==> config.mk <==
export PLATFORM = sky130hd
export DESIGN_NAME = bram_port_arbiter
export DESIGN_NICKNAME = d
export VERILOG_FILES = /design/src/rtl/bram_port_arbiter.sv
export SDC_FILE = /design/constraint.sdc
export NUM_CORES = 1
export LEC_CHECK = 0
export ABC_AREA = 1
export CAP_MARGIN = 30
export CORE_UTILIZATION = 41
export CTS_CLUSTER_SIZE = 25
export DETAILED_ROUTE_END_ITERATION = 6
export PLACE_DENSITY = 0.81
export SLEW_MARGIN = 15
export SYNTH_ARGS = -nofsm -noshare
export SYNTH_HDL_FRONTEND = slang
export SYNTH_SLANG_ARGS = --single-unit
==> constraint.sdc <==
create_clock -name clock -period 2.58 [get_ports clock]
set_input_delay 0.516 -clock clock [delete_from_list [all_inputs] [get_ports clock]]
set_output_delay 0.516 -clock clock [all_outputs]
set_load 0.02 [all_outputs]
==> src/rtl/bram_port_arbiter.sv <==
// bram_port_arbiter: round-robin/burst-lock arbiter sharing BRAM port A, with a whole-RAM fill engine.
module bram_port_arbiter #(
   parameter int NUM_REQ       = 3,
   parameter int ADDR_W        = 10,
   parameter int DATA_W        = 8,
   parameter int MAX_BURST     = 4,
   parameter int FILL_ON_RESET = 1
) (
   input  logic                       clock,
   input  logic                       reset_n,
   input  logic [NUM_REQ-1:0]         req,
   input  logic [NUM_REQ-1:0]         lock,
   input  logic [NUM_REQ-1:0]         we,
   input  logic [NUM_REQ*ADDR_W-1:0]  addr,
   input  logic [NUM_REQ*DATA_W-1:0]  wdata,
   output logic [NUM_REQ-1:0]         gnt,
   output logic                       rvalid,
   output logic [2:0]                 rid,
   output logic [DATA_W-1:0]          rdata,
   input  logic                       fill_start,
   input  logic [DATA_W-1:0]          fill_value,
   output logic                       fill_busy,
   output logic                       fill_done,
   output logic                       ram_wren,
   output logic [ADDR_W-1:0]          ram_address,
   output logic [DATA_W-1:0]          ram_data,
   input  logic [DATA_W-1:0]          ram_q
);
   typedef enum logic {ARB, FILL} state_t;
   localparam logic [3:0] N4   = 4'(NUM_REQ);
   localparam logic [2:0] LAST = 3'(NUM_REQ - 1);
   localparam logic [7:0] MB   = 8'(MAX_BURST);
   state_t              state_q, state_d;
   logic [ADDR_W-1:0]   fill_addr_q, fill_addr_d, ram_addr_q;
   logic [DATA_W-1:0]   ram_data_q;
   logic [2:0]          rr_ptr_q, rr_ptr_d, owner_q, owner_d, win, rid_q;
   logic [7:0]          burst_q, burst_d, req_x, lock_x, we_x, gnt_x;
   logic                rvalid_q, fill_done_q, hit, stay;
   logic [3:0]          idx;
   logic [ADDR_W-1:0]   addr_a  [8];
   logic [DATA_W-1:0]   wdata_a [8];
   assign req_x  = 8'(req);
   assign lock_x = 8'(lock);
   assign we_x   = 8'(we);
   for (genvar i = 0; i < 8; i++) begin : g_pad
      if (i < NUM_REQ) begin : g_used
         assign addr_a[i]  = addr[i*ADDR_W +: ADDR_W];
         assign wdata_a[i] = wdata[i*DATA_W +: DATA_W];
      end else begin : g_zero
         assign addr_a[i]  = '0;
         assign wdata_a[i] = '0;
      end
   end
   // burst_q != 0 means the owner was granted in the previous cycle
   always_comb begin
      win  = '0;
      hit  = 1'b0;
      idx  = '0;
      stay = reset_n && state_q == ARB && burst_q != 8'd0 && burst_q < MB
             && req_x[owner_q] && lock_x[owner_q];
      if (stay) begin
         win = owner_q;
         hit = 1'b1;
      end else if (reset_n && state_q == ARB) begin
         for (int k = NUM_REQ - 1; k >= 0; k--) begin
            idx = {1'b0, rr_ptr_q} + 4'(k);
            idx = idx >= N4 ? idx - N4 : idx;
            if (req_x[idx[2:0]]) begin
               win = idx[2:0];
               hit = 1'b1;
            end
         end
      end
   end
   always_comb begin
      state_d     = state_q;
      fill_addr_d = fill_addr_q;
      rr_ptr_d    = rr_ptr_q;
      owner_d     = owner_q;
      burst_d     = '0;
      gnt_x       = '0;
      ram_wren    = 1'b0;
      ram_address = ram_addr_q;
      ram_data    = ram_data_q;
      fill_busy   = state_q == FILL;
      if (state_q == FILL) begin
         ram_wren    = 1'b1;
         ram_address = fill_addr_q;
         ram_data    = fill_value;
         fill_addr_d = fill_addr_q + 1'b1;
         state_d     = &fill_addr_q ? ARB : FILL;
      end else begin
         state_d = fill_start ? FILL : ARB;
         if (hit) begin
            gnt_x       = 8'd1 << win;
            ram_wren    = we_x[win];
            ram_address = addr_a[win];
            ram_data    = wdata_a[win];
            rr_ptr_d    = win == LAST ? 3'd0 : win + 3'd1;
            burst_d     = (win == owner_q && burst_q != 8'd0)
                          ? burst_q + {7'd0, burst_q != 8'hff} : 8'd1;
            owner_d     = win;
         end
      end
   end
   always_ff @(posedge clock or negedge reset_n) begin
      if (!reset_n) begin
         state_q     <= FILL_ON_RESET != 0 ? FILL : ARB;
         fill_addr_q <= '0;
         rr_ptr_q    <= '0;
         owner_q     <= '0;
         burst_q     <= '0;
         rvalid_q    <= 1'b0;
         rid_q       <= '0;
         fill_done_q <= 1'b0;
         ram_addr_q  <= '0;
         ram_data_q  <= '0;
      end else begin
         state_q     <= state_d;
         fill_addr_q <= fill_addr_d;
         rr_ptr_q    <= rr_ptr_d;
         owner_q     <= owner_d;
         burst_q     <= burst_d;
         rvalid_q    <= hit && !we_x[win];
         rid_q       <= hit && !we_x[win] ? win : rid_q;
         fill_done_q <= state_q == FILL && &fill_addr_q;
         ram_addr_q  <= ram_address;
         ram_data_q  <= ram_data;
      end
   end
   assign gnt       = gnt_x[NUM_REQ-1:0];
   assign rvalid    = rvalid_q;
   assign rid       = rid_q;
   assign rdata     = ram_q;
   assign fill_done = fill_done_q;
endmodule

## Word level (Yosys, flattened, before mapping)

Cells that the tools add are included.

- Word-level logic and storage cells: 92
- Register bits: 48
- Input bits: 82

- Bitwise operators: 2
- Reduce and logical (&&, ||, !) cells: 12
- Multiplexer cells: 46
- Add/sub/neg operators: 8
- Equal/unequal tests: 3
- $lt $le $gt $ge: 10
- Shift-type cells: 1

Operators by type and width:

| operator | count |
|---|---|
| $mux W8 | 7 |
| $mux W10 | 4 |
| $mux W3 | 11 |
| $bmux W10 S3 | 1 |
| $bmux W8 S3 | 1 |
| $lt A3 B4 Y1 const B | 5 |
| $bmux W1 S3 | 6 |
| $mux W1 | 16 |
| $add A10 B1 Y10 const B | 1 |
| $reduce_and A10 Y1 | 1 |
| $sub A3 B2 Y3 const B | 3 |
| $add A8 B1 Y8 | 1 |
| $ge A4 B2 Y1 const B | 2 |
| $logic_and A1 B1 Y1 | 8 |
| $lt A8 B3 Y1 const B | 1 |
| $ne A8 B8 Y1 const B | 1 |
| $reduce_bool A8 Y1 | 1 |
| $add A3 B1 Y4 const B | 1 |
| $add A3 B2 Y4 const B | 1 |
| $ge A4 B4 Y1 const B | 1 |
| $not A3 Y4 | 1 |
| $add A3 B1 Y3 const B | 1 |
| $eq A3 B2 Y1 const B | 1 |
| $eq A3 B3 Y1 | 1 |
| other kinds (5) | 5 |

## Longest topological paths before layout

Gate-level depths: netlist of run 1.

- Depth in word-level cells: 16
- Gate-level depth with buffers: 21

## Least setup slack after synthesis of run 1

No wires, ideal clock.

- Kind: register -> output
- Start point: reg rr_ptr_q[0]
- End point: out ram_address[0]
- Required time: 2.064 ns
- Data arrival time: 2.422 ns
- Setup slack: -0.358 ns
- Stages on the path, launching flop included: 21
- Cell sequence: dfrtp_1 ha_1 ha_1 nor2_1 nand2_1 nand2_1 nand2_1 nand2_1 nand2_1 nand3_2 nor2_1 nor2_1 nand2_1 nand2_2 buf_4 nand2_1 nand2_1 inv_1 nand2_1 nand2_1 a21oi_1

- Longest elaborated chain between the ends: 16
- Elaborated cells between the ends (all ways): 33
- Those cells by class: add/sub (5); order compare (3); mux (24); bitwise (1)

RTL lines:

| what | line | source |
|---|---|---|
| from (decl) | 36 | `logic [2:0] rr_ptr_q, rr_ptr_d, owner_q, owner_d, win, rid_q;` |
| from (signal assigned) | 121 | `rr_ptr_q <= rr_ptr_d;` |
| $add A3 B2 Y4 | 66 | `idx = {1'b0, rr_ptr_q} + 4'(k);` |
| $ge A4 B2 Y1 or $sub A3 B2 Y3 (tied branches) | 67 | `idx = idx >= N4 ? idx - N4 : idx;` |
| $mux W3 | 67 |  |
| $bmux W1 S3 | 68 | `if (req_x[idx[2:0]]) begin` |
| $mux W1 (not written as such) | 68 |  |
| $mux W3 (3 in series) | 68 |  |
| $mux W3 | 64 | `end else if (reset_n && state_q == ARB) begin` |
| $mux W3 | 61 | `if (stay) begin` |
| $not A3 Y4 (not written as such) | 97 | `ram_address = addr_a[win];` |
| $bmux W10 S3 | 97 |  |
| $mux W10 (not written as such) (2 in series) | 97 |  |
| $mux W10 * | 94 | `if (hit) begin` |
| $mux W10 * | 86 | `if (state_q == FILL) begin` |
| to (decl) | 25 | `output logic [ADDR_W-1:0] ram_address,` |

Every way passes the cells marked *; elsewhere a longest branch is shown, timed or not. The select of a mux whose other input is x is not followed.

## Worst setup path after layout of run 1

- Start point: reg rr_ptr_q[1]
- End point: out ram_address[2]

Same word-level chain as after synthesis.

==> flow_summary.yaml, run 1 <==
floorplanning:
  core_area_um2: 7807
  dieArea_um2: 8522
  fp.dieW_um: 92.32
  ioPinCount: 118
  num_rows: 32
  die_h_um: 92.32
  initial_core_util_pct: 42.84
worst_setup_path:
  crit_path_start_kind: "register"
  cp.required_ns: 2.06
  crit_arrival_ns: 2.87
  crit_fanout: 9
  critPathKind: "register to output pin"
  cp-end-kind: "output pin"
synth:
  syn_area_um2: 3344
  ys_ff_latch: 48
  netlist.area_leader.share_pct: 35.17
  synthTopCellsByCount: "nand2_1, inv_1, dfrtp_1"
  synthMostInstantiatedCell: "nand2_1"
  syn_avg_cell_area_um2: 6.623
  yosys_warnings: 0
  synth_nets: 597
  yosys.area.top_type: "dfrtp_1"
  ys.flop_type: "dfrtp_1"
  syn_inst: 505
  synth_edf_count: 0
  yosysUniqueCellTypes: 30
  yosysSeqAreaShare_pct: 35.95
  synthTopCellsByArea: "dfrtp_1, nand2_1, inv_1, nand3_1, ha_1"
  synthArstFlopShare_pct: 100.0
clock_network:
  root_buffer: "clkbuf_8"
  clk_pin_slew_worst_paths_ns: 0.09
  numCtsBuffers: 5
  clock_latency_ns: 0.31
  clockBufferDepth: 2
  cts_tree: "yes"
  htreeDepth: 2
  clock_sinks: 48
sta:
  setup-tns-final_ns: -16.82
  worstMarginPinSlew_ns: 0.6068
  fmax_ghz: 0.2953
  setup_viol: 37
  skew_ns: 0.007652
  report.final.slew_viol_count: 0
  setup_ws_ns: -0.8068
  finalCritPeriodShare_pct: 131.3
  relSlewSlack_pct: 59.55
  hold_viol_final: 0
  fin_crit_ns: 3.387
  rsz0062_at_grt: "true"
  fin_hold_ws_ns: 0.3555
layout:
  fin_nets: 756
  diodes: 0
  drive_above_1_share_pct: 37.29
  final_area_um2: 5594
  layout.cells.non_filler: 767
  area_growth_pct: 67.27
  utilization_pct: 71.65
global_routing:
  grt_pass1_wl_mm: 17.10
  grt_pass1_vias: 3817
  grt_usage_pct: 25.29
  grt-ovfl-total: 0
  antenna_found_initial: 0
  grt_max_degree: 49
place:
  dp.cells: 741
  dpl_cell_area_um2: 4866
  place_congestion: 0.8754
  dp_slack_ns: -1.080
  dp_hpwl_mm: 7.356
  port_buffers: 101
routing:
  wl_mm: 10.89
  dr.pass1.iters: 4
  viasPerCell: 4.932
  drt-initial-drc-count: 132
  drc: 0
  wire_per_inst_um: 14.20
  final_antenna_net_count: 0
  vias: 3783
pwr:
  worst_ir_drop_vdd_mv: 0.5605
  power_density_nw_per_um2: 370.7
  power.leakage_nw: 2.830
  report.power.total_mw: 2.074
outcome:
  violations: "setup timing"
  outcome: "finished with violations"
flow_run:
  cap_violations: 0
min_path:
  min_path_type: "primary input to asynchronous set/reset pin"
[power by group]
group | internal, mW | switching (mW) | leakage, nW | total [mW]
clock | 0.245 | 0.258 | 0.0515 | 0.503
sequential | 0.863 | 0.0776 | 0.589 | 0.941
combinational | 0.322 | 0.308 | 2.19 | 0.630
[layer usage]
layer	track usage, %	routed length, µm	up-vias
li1	-	-	1855
met1	28.59	4257	1781
met2	46.67	5811	117
met3	4.433	529	30
met4	10.16	291	0
met5	0	0	-
[path summary, 6_finish.rpt]
check	slack [ns]	depth (start not counted)	startpoint	end
worst max-delay path	-0.81	22	rr_ptr_q[1]	ram_address[2]
worst min-delay path	0.36	2	reset_n	fill_addr_q[5]
worst max register to register	-0.11	20	rr_ptr_q[1]	burst_q[1]
worst min register to register	0.48	2	rid[0]	rid[0]
max in group asynchronous	1.79	2	reset_n	rr_ptr_q[0]
min in group clock	0.48	2	rid[0]	rid[0]
[flip-flops by register name, indices dropped and copies added, names as in the netlist, 3 cells and up]
register and count:
burst_q 8, rr_ptr_q 3, rid 3, ram_addr_q 10, fill_addr_q 10, ram_data_q 8
owner_q 3
[final cells by class]
cell class                 count  area [µm²]
inverter                      78       302.8
sequential                    48        1205
timing repair buffer         174        1678
clock buffer                   8       100.1
tap                          102       127.6
fill                         585        2213
multi-input combinational    357        2181
[placed cells by master, fill, tap and decap left out, drive strengths merged]
master	n
xor2	13
xnor2	2
or3	1
clkinv	1
nand2	202
nor4	2
inv	77
nand4	8
and3	1
nor3	5
nand3	49
nor2	30
o21ai	26
a21oi	4
clkbuf	9
clkdlybuf4s50	78
buf	95
dfrtp	47
or2	1
dfstp	1
nand3b	3
ha	10
[cells by family after synthesis]
logic type	count (synthesis)	synth area share [%]
simple gates	302	38.87
buf+inv	100	12.79
flops	48	35.95
compound gates	30	4.714
xor+xnor	15	3.928
fa+ha+maj	10	3.741
[critical path, cell delays in order, from the launching register on]
cell	delay, ns
dfrtp_2	0.44
clkinv_4	0.11
ha_4	0.20
nor2_2	0.15
nand2_4	0.07
nand2_2	0.08
nand3_1	0.10
nand2_2	0.11
nand2_2	0.08
nand2_2	0.07
nand3_2	0.08
nand2_2	0.08
o21ai_2	0.07
nor2_4	0.17
buf_12	0.13
buf_12	0.11
nand2_1	0.05
nand2_1	0.05
inv_1	0.05
nand3_2	0.08
nand2_2	0.06
nand2_2	0.09
buf_6	0.12
[timing repair]
item                                   CTS  global route
pin swaps                               61            24
endpoints found under the hold margin    0             0
buffers inserted                        12             5
setup endpoints to repair               34            52
gates resized for setup                190            71
gates cloned                             1             0
hold buffers                             0             0
(Power assumes the default switching activity.)
==> run 2, diff against run 1 <==
TNS_END_PERCENT = 30   (was not set)
==> flow_summary.yaml, run 2 (synthesized netlist as in run 1, its figures left out) <==
clock_network:
  cts_tree: "yes"
  clock_latency_ns: 0.30
  cts_hold_buffers: 0
  root_buffer: "clkbuf_8"
  clock_sinks: 48
  clk_pin_slew_worst_paths_ns: 0.09
  clockBufferDepth: 2
  numCtsBuffers: 5
  htreeDepth: 2
pwr:
  power_density_nw_per_um2: 366.4
  power.internal_mw: 1.416
  power.leakage_nw: 2.848
  p_comb_share_pct: 30.7
  seqPwrFrac_pct: 46.2
  switchingPower_uw: 624.7
  swShare_pct: 30.62
  worst_ir_drop_vdd_mv: 0.4426
  clkPwrFrac_pct: 23.1
global_routing:
  grt_max_degree: 49
  antenna_found_initial: 0
  grt_usage_pct: 23.63
  grt_pass1_wl_mm: 16.27
  grt_pass1_vias: 3684
  grt-ovfl-total: 0
layout:
  final_area_um2: 5569
  utilization_pct: 71.33
  final_common_cell: "nand2_1"
  fillers: 571
  fin_nets: 762
  reg_top3: "fill_addr_q: 10 flops, ram_addr_q: 10 flops"
  area_growth_pct: 66.52
  layout_common_cells: "nand2_1, clkdlybuf4s50_1, inv_1"
  drive_above_1_share_pct: 34.58
  diodes: 0
floorplanning:
  die_h_um: 92.32
  initial_core_util_pct: 42.84
  dieArea_um2: 8522
  num_rows: 32
  ioPinCount: 118
  fp.dieW_um: 92.32
  core_area_um2: 7807
min_path:
  min_path_type: "primary input to asynchronous set/reset pin"
sta:
  setup-tns-final_ns: -21.69
  setup_ws_ns: -0.9078
  hold_viol_final: 0
  setup_viol: 52
  fmax_ghz: 0.2867
  relSlewSlack_pct: 59.71
  worstMarginPinSlew_ns: 0.6044
  skew_ns: 0.004878
  report.final.slew_viol_count: 0
  fin_crit_ns: 3.488
  finalCritPeriodShare_pct: 135.2
  rsz0062_at_grt: "true"
worst_setup_path:
  timing.critical_path.mode_cell: "nand2_1"
  crit_path_start_kind: "register"
  crit_chain: "ha_4, ha_4, nor2_4, nand2_2, nand2_4, nand2_4, nand2_4, nand3_4, nand3_2, nand2_1, nand2_2, inv_2, nor2_4, buf_6, nand2_1, nand2_1, inv_1, nand3_1, nand2_1, nand2_2, buf_6"
  crit_arrival_ns: 2.97
  cp_slowest_cell: "dfrtp_2"
  critPathKind: "register to output pin"
  cp_top_family: "simple AND/OR/NAND/NOR gates"
  cp.required_ns: 2.06
  crit_fanout: 7
  cp-end-kind: "output pin"
  crit_buf_inv: 4
  cpPeakStageDelay_ns: 0.47
routing:
  drc: 0
  viasPerCell: 5.012
  drt-initial-drc-count: 109
  final_antenna_net_count: 0
  wire_per_inst_um: 14.08
  dr.pass1.iters: 4
  wl_mm: 10.89
  vias: 3874
place:
  dp_hpwl_mm: 7.318
  place_congestion: 0.8426
  dp_slack_ns: -1.148
  port_buffers: 101
  dpl_cell_area_um2: 4851
outcome:
  violations: "setup timing"
  outcome: "finished with violations"
flow_run:
  cap_violations: 0
[run 2: power by group through the flow]
stage | Clock (mW) | Combinational [mW] | Sequential [mW]
after floorplan | 0 | 0.277 | 0.930
after global placement | 0 | 0.536 | 0.946
after global routing | 0.511 | 0.679 | 0.958
after CTS | 0.476 | 0.590 | 0.937
after detailed placement | 0 | 0.547 | 0.948
final | 0.470 | 0.627 | 0.943
[run 2: repair_timing]
action                                 4_1_cts  5_1_grt
pin swaps                                   31       29
endpoints found under the hold margin        0        0
cloned                                       1        0
setup endpoints to repair                   37       53
setup buffers                                8       11
gates resized for setup                    169       93
[run 2: final timing paths]
check	from	endpoint	slack, ns	depth (start not counted)
max in group asynchronous	reset_n	rr_ptr_q[0]	1.80	2
max reg2reg	rr_ptr_q[1]	ram_data_q[1]	-0.37	22
min	reset_n	ram_data_q[5]	0.35	2
min in group clock	rid[0]	rid[0]	0.49	2
min reg2reg	rid[0]	rid[0]	0.49	2
max	rr_ptr_q[1]	ram_data[7]	-0.91	21
[run 2: worst register-to-register path, delay by kind of cell (launching register included)]
| kind | cells | cell delay [ns] |
|---|---|---|
| and+or+nand+nor | 15 | 1.43 |
| adders and majority gates | 2 | 0.35 |
| buffers and inverters | 5 | 0.59 |
| DFF | 1 | 0.47 |
[run 2: layout make-up]
cell class / count / area, µm² / area share, %
Multi-Input combinational cell: 357 / 2148 / 38.58
Timing Repair Buffer: 180 / 1692 / 30.38
Tap cell: 102 / 127.6 / 2.292
Inverter: 78 / 302.8 / 5.437
Sequential cell: 48 / 1205 / 21.64
Clock buffer: 7 / 86.33 / 1.550
Clock inverter: 1 / 7.507 / 0.1348
[run 2: routing by layer]
| metal | track usage [%] | part of all wire [%] |
|---|---|---|
| met5 | 0 | 0 |
| met4 | 9.115 | 2.9 |
| met3 | 3.941 | 4.2 |
| met2 | 41.67 | 54 |
| met1 | 28.65 | 38 |
[run 2: metrics by stage]
step	cells	total power [mW]	hold slack [ns]
after floorplan	505	1.207	0.2204
after global placement	745	1.482	0.4561
after detailed placement	745	1.495	0.4745
after CTS	762	2.003	0.3612
after global routing	773	2.148	0.3861
final	773	2.040	0.3459
